File: config.mk
export PLATFORM = sky130hd
export DESIGN_NAME = sobel_filter
export DESIGN_NICKNAME = d
export VERILOG_FILES = /design/src/rtl/sobel_filter.sv
export SDC_FILE = /design/constraint.sdc
export NUM_CORES = 1
export LEC_CHECK = 0
export ABC_AREA = 1
export BUFFER_PORTS_ARGS = -buffer_cell sky130_fd_sc_hd__buf_2
export CAP_MARGIN = 20
export CELL_PAD_IN_SITES_DETAIL_PLACEMENT = 0
export CELL_PAD_IN_SITES_GLOBAL_PLACEMENT = 2
export CORE_UTILIZATION = 34
export CTS_CLUSTER_DIAMETER = 40
export DETAILED_ROUTE_END_ITERATION = 6
export GPL_TIMING_DRIVEN = 1
export PLACE_DENSITY = 0.94
export REMOVE_ABC_BUFFERS = 1
export SETUP_SLACK_MARGIN = 0.02
export SYNTH_ARGS = -nofsm -noshare
export SYNTH_HDL_FRONTEND = slang
export SYNTH_SLANG_ARGS = --single-unit
File: constraint.sdc
create_clock -name aclk -period 2.4 [get_ports aclk]
set_clock_uncertainty 0.15 [all_clocks]
set_input_delay 0.48 -clock aclk [delete_from_list [all_inputs] [get_ports aclk]]
set_output_delay 0.48 -clock aclk [all_outputs]
set_load 0.005 [all_outputs]
File: src/rtl/sobel_filter.sv
// Sobel gradient magnitude |Gx|+|Gy| over a 3x3 greyscale window.
// Three register stages with bubble-collapsing valid/ready, grey RGB out.
module sobel_filter #(
    parameter logic       THRESH_EN   = 1'b0,
    parameter logic [7:0] THRESHOLD   = 8'd64,
    parameter logic       BORDER_ZERO = 1'b1
) (
    input  logic        aclk,
    input  logic        aresetn,
    input  logic [71:0] s_axis_tdata,
    input  logic        s_axis_tvalid,
    output logic        s_axis_tready,
    input  logic        s_axis_tuser,
    input  logic        s_axis_tlast,
    output logic [23:0] m_axis_tdata,
    output logic        m_axis_tvalid,
    input  logic        m_axis_tready,
    output logic        m_axis_tuser,
    output logic        m_axis_tlast
);

    function automatic logic [9:0] wsum(input logic [7:0] a, b, c);
        return {2'b00, a} + {1'b0, b, 1'b0} + {2'b00, c};
    endfunction

    function automatic logic [9:0] absdiff(input logic [9:0] x, y);
        logic [10:0] d;
        d = {1'b0, x} - {1'b0, y};
        return d[10] ? (~d[9:0] + 10'd1) : d[9:0];
    endfunction

    function automatic logic [1:0] sat_inc(input logic [1:0] x);
        return (x == 2'd2) ? 2'd2 : x + 2'd1;
    endfunction

    logic [7:0] p [3][3];
    for (genvar r = 0; r < 3; r++) begin : g_row
        for (genvar c = 0; c < 3; c++) begin : g_col
            assign p[r][c] = s_axis_tdata[24*r+8*c +: 8];
        end
    end

    logic v1, v2;
    logic rdy1, rdy2, rdy3;
    logic accept;

    assign rdy3          = ~m_axis_tvalid | m_axis_tready;
    assign rdy2          = ~v2 | rdy3;
    assign rdy1          = ~v1 | rdy2;
    assign s_axis_tready = rdy1;
    assign accept        = s_axis_tvalid & rdy1;

    // A tuser beat restarts the frame, so it sees zeroed counters
    logic [1:0] col_cnt, row_cnt;
    logic [1:0] eff_col, eff_row;
    logic       border;

    assign eff_col = s_axis_tuser ? 2'd0 : col_cnt;
    assign eff_row = s_axis_tuser ? 2'd0 : row_cnt;
    assign border  = (eff_col < 2'd2) | (eff_row < 2'd2);

    always_ff @(posedge aclk or negedge aresetn) begin
        if (!aresetn) begin
            col_cnt <= 2'd0;
            row_cnt <= 2'd0;
        end else if (accept) begin
            if (s_axis_tlast) begin
                col_cnt <= 2'd0;
                row_cnt <= sat_inc(eff_row);
            end else begin
                col_cnt <= sat_inc(eff_col);
                row_cnt <= eff_row;
            end
        end
    end

    logic [9:0] cl, cr, rb, rt;
    logic       u1, l1, b1;

    always_ff @(posedge aclk or negedge aresetn) begin
        if (!aresetn) begin
            v1 <= 1'b0;
            cl <= '0;
            cr <= '0;
            rb <= '0;
            rt <= '0;
            u1 <= 1'b0;
            l1 <= 1'b0;
            b1 <= 1'b0;
        end else if (rdy1) begin
            v1 <= s_axis_tvalid;
            cl <= wsum(p[0][0], p[1][0], p[2][0]);
            cr <= wsum(p[0][2], p[1][2], p[2][2]);
            rb <= wsum(p[0][0], p[0][1], p[0][2]);
            rt <= wsum(p[2][0], p[2][1], p[2][2]);
            u1 <= s_axis_tuser;
            l1 <= s_axis_tlast;
            b1 <= border;
        end
    end

    logic [9:0] ax, ay;
    logic       u2, l2, b2;

    always_ff @(posedge aclk or negedge aresetn) begin
        if (!aresetn) begin
            v2 <= 1'b0;
            ax <= '0;
            ay <= '0;
            u2 <= 1'b0;
            l2 <= 1'b0;
            b2 <= 1'b0;
        end else if (rdy2) begin
            v2 <= v1;
            ax <= absdiff(cr, cl);
            ay <= absdiff(rt, rb);
            u2 <= u1;
            l2 <= l1;
            b2 <= b1;
        end
    end

    logic [10:0] mag;
    logic [7:0]  pix;

    assign mag = {1'b0, ax} + {1'b0, ay};

    always_comb begin
        if (THRESH_EN)
            pix = (mag >= {3'b000, THRESHOLD}) ? 8'hFF : 8'h00;
        else
            pix = (mag > 11'd255) ? 8'hFF : mag[7:0];
        if (BORDER_ZERO && b2)
            pix = 8'h00;
    end

    always_ff @(posedge aclk or negedge aresetn) begin
        if (!aresetn) begin
            m_axis_tvalid <= 1'b0;
            m_axis_tdata  <= '0;
            m_axis_tuser  <= 1'b0;
            m_axis_tlast  <= 1'b0;
        end else if (rdy3) begin
            m_axis_tvalid <= v2;
            m_axis_tdata  <= {pix, pix, pix};
            m_axis_tuser  <= u2;
            m_axis_tlast  <= l2;
        end
    end

endmodule

==> metrics.md <==
| Metric | Value |
|---|---|
| Post-DP HPWL | 14,090 µm |
| Placed Instance Area | 0.008313 mm² |
| GR Util met1 | 21.92% |
| Final Cycle Share | 99.06% |
| CP max stage cell | dfrtp_1 |
| Slew headroom | 62.51% |
| Max Cap Viol | 0 |
| CTS sink cnt | 83 |
| R2R depth | 15 |
| Most frequent cells in the layout | nand2_1, inv_1, buf_2 |
| 1st-pass router iterations | 6 |
| Ys Warns | 0 |
| Part of the Yosys area used for sequential elements | 29.18% |
| Pre-CTS setup slack | -0.4317 ns |
| Vias | 6,279 |
| PD cells | 1219 mW/mm² |
| Total power | 11,080 µW |
| First DRT Iteration DRCs | 236 |
| Grt peak-use layer | met2 |
| Share of the synthesized area in the top cell type | 29.18% |
| Largest cells by area after synthesis | dfrtp_1, nand2_1, ha_1 |
| Row count | 52 |
| Vias in the first global route | 5,993 |
| CP max stage delay | 0.37 ns |
| Initial Util | 34.95% |
| Mapped cell area | 0.007118 mm² |
| FF-to-FF Start | cr[0] |
| Pins Over Slew Limit | 0 |
| Syn_area_per_cell | 7.621 µm² |
| TritonCTS clock tree | done |
| Post-Route WL | 17,240 µm |
| DR WL/cell | 12.55 µm |
| Multi-input gate area | 0.004612 mm² |
| Run status | finished, violations left |
| Hold Path Class | primary input to async pin |
| Total grt overflow | 0 |
| Final Non-Filler Cells | 1,373 |
| Reg clk slew, reported paths | 0.06 ns |
| Synth area leader | dfrtp_1 |
| Post-route cell area | 0.009092 mm² |
| CP startpoint kind | flop |
| Sequential cell area | 0.002077 mm² |
| Failing checks | hold timing |
| Number of synthesized flops with an enable pin | 0 |
| Fin nets | 1,281 |
| Met3 Use GR | 2.391% |
| Chip height | 146.7 µm |
| Final hold slack | -0.006623 ns |
| Die Area | 0.02152 mm² |
| Area delta synth->final | 27.74% |
| Core Box Area | 0.02036 mm² |
| Ys flop type | dfrtp_1 |
| Clock Latency Late Sink | 0.34 ns |
| Syn Inst Count | 934 |
| Placed cells | 1,341 |
| Fillcell total | 2,053 |
| # hold bufs at CTS | 0 |
| Setup CP Type | flop to flop |
| Via density per instance | 4.573 |
| Worst slew pin tran | 0.5623 ns |
| Max VDD drop | 0.0005037 V |
| Initial antenna violation count | 1 |
| DRC viols | 0 |
| Largest net degree at the start of global routing | 51 |
| WP data arrival | 2.45 ns |
| Global-route wire length before repair | 28,370 µm |
| # IOs | 106 |
| Synth async-reset ratio | 100.0% |
| Clock buffer depth | 2 |
| RePlAce Congestion | 0.8326 |
| Final Critical Period | 2.377 ns |
| Layout cells sized above 1 | 26.41% |
| CTS Buf Count | 9 |
| Worst path required time | 2.48 ns |
| Peak fanout along the critical path | 4 |
| RSZ-0062 raised after global routing | true |
| Fmax | 420.6 MHz |
| R2R Setup Slk | 0.02 ns |
| Synth unique cells | 36 |
| Commonest non-fill, non-tap cell in the layout | nand2_1 |
| Htree depth | 3 |
| Reg-to-reg endpoint | ax[5] |
| Final Hold Viols | 35 |
| Leak | 0.004776 µW |
| Port Buffer Count | 97 |
| GR Layer Usage met2 | 27.27% |
| Crit. End Element | flop |
| Die Wd | 146.7 µm |
| Routed Antenna Nets | 0 |
| Clk root buf | clkbuf_16 |
| Total global-route track usage | 16.48% |
| Final WS setup | 0.02266 ns |
| CP cell instances | inv_2 -> ha_4 -> inv_4 -> fa_2 -> or2_1 -> nand2_2 -> inv_4 -> nor2_4 -> nand3_4 -> buf_4 -> buf_4 -> nand2_1 -> nand2_1 -> nand3_1 -> nand2_1 |
| Setup violations, final | 0 |
| Synth Register Bits | 83 |
| Crit path top cell by count | nand2_1 |
## power breakdown
| group | switching [µW] | internal, µW | leakage [µW] |
|---|---|---|---|
| sequential | 322 | 1940 | 0.000983 |
| clock | 536 | 695 | 0.000122 |
| combinational | 4370 | 3220 | 0.00367 |
| total | 5220 | 5860 | 0.00478 |
## what timing repair did
item | in CTS | in global routing
setup buffers | 4 | 9
pin swaps | 12 | 47
endpoints found under the setup margin | 16 | 38
resized for setup | 22 | 81
gates cloned | 0 | 3
## cell type report
class / instances / area share [%]
multi-input cells: 679 / 50.72
flip-flops and latches: 83 / 22.84
repair buffers: 185 / 13.95
inverters: 140 / 5.862
well taps: 270 / 3.715
clock buffers: 11 / 2.560
clock inverters: 4 / 0.3165
diodes: 1 / 0.02752
## stage by stage
step	util, %	setup TNS, ns
2_1_floorplan	-	-9.807
3_3_place_gp	40.82	-5.150
3_5_place_dp	40.82	-6.077
4_1_cts	42.53	0
5_1_grt	44.64	-1.075
6_report	44.65	0
## synthesized netlist by cell type (all sizes together) (7+ instances only)
library cell,number
a21oi,35
a31oi,7
buf,25
clkbuf,7
dfrtp,83
fa,35
ha,70
inv,140
nand2,299
nand3,60
nand3b,10
nand4,18
nor2,43
o21ai,54
xnor2,7
xor2,19
## cell families (layout without fill, tap and decap cells)
logic type | Yosys count | count (layout) | share of synthesized area, %
AO/OA/AOI/OAI | 111 | 111 | 8.912
AND/OR/NAND/NOR | 437 | 437 | 26.14
buffers and inverters | 172 | 340 | 10.32
flip-flops | 83 | 83 | 29.18
XOR/XNOR | 26 | 26 | 3.305
adder cells (fa/ha/maj) | 105 | 105 | 22.15
other | 0 | 1 | 0
## how the worst max path moves through the flow
stage / start / end / slack (ns)
final: cr[0] / ax[5] / 0.02
after detailed placement: s_axis_tdata[1] / rb[9] / -0.43
after floorplan: m_axis_tready / col_cnt[1] / -0.54
after CTS: cr[0] / ax[9] / 0.005
after global placement: s_axis_tdata[1] / rb[7] / -0.38
after global routing: cr[0] / ax[5] / -0.11
## layer usage
layer	vias to the layer above	part of all wire [%]
li1	3307	-
met1	2822	48
met2	133	46
met3	17	3.2
met4	0	1.9
met5	-	0
## sequential cells by signal (all words and copies together) (netlist names), 2 cells and up
name          cells
rt               10
cr               10
m_axis_tdata      8
ax               10
col_cnt           2
ay               10
row_cnt           2
cl               10
rb               10
## critical path: cells and delay by family (launching register included)
kind / cells / cell delay (ns)
fa+ha+maj: 2 / 0.51
simple gates: 8 / 0.79
buf+inv: 5 / 0.45
flops: 1 / 0.37
Note: power is estimated with default switching activity, not from simulation.
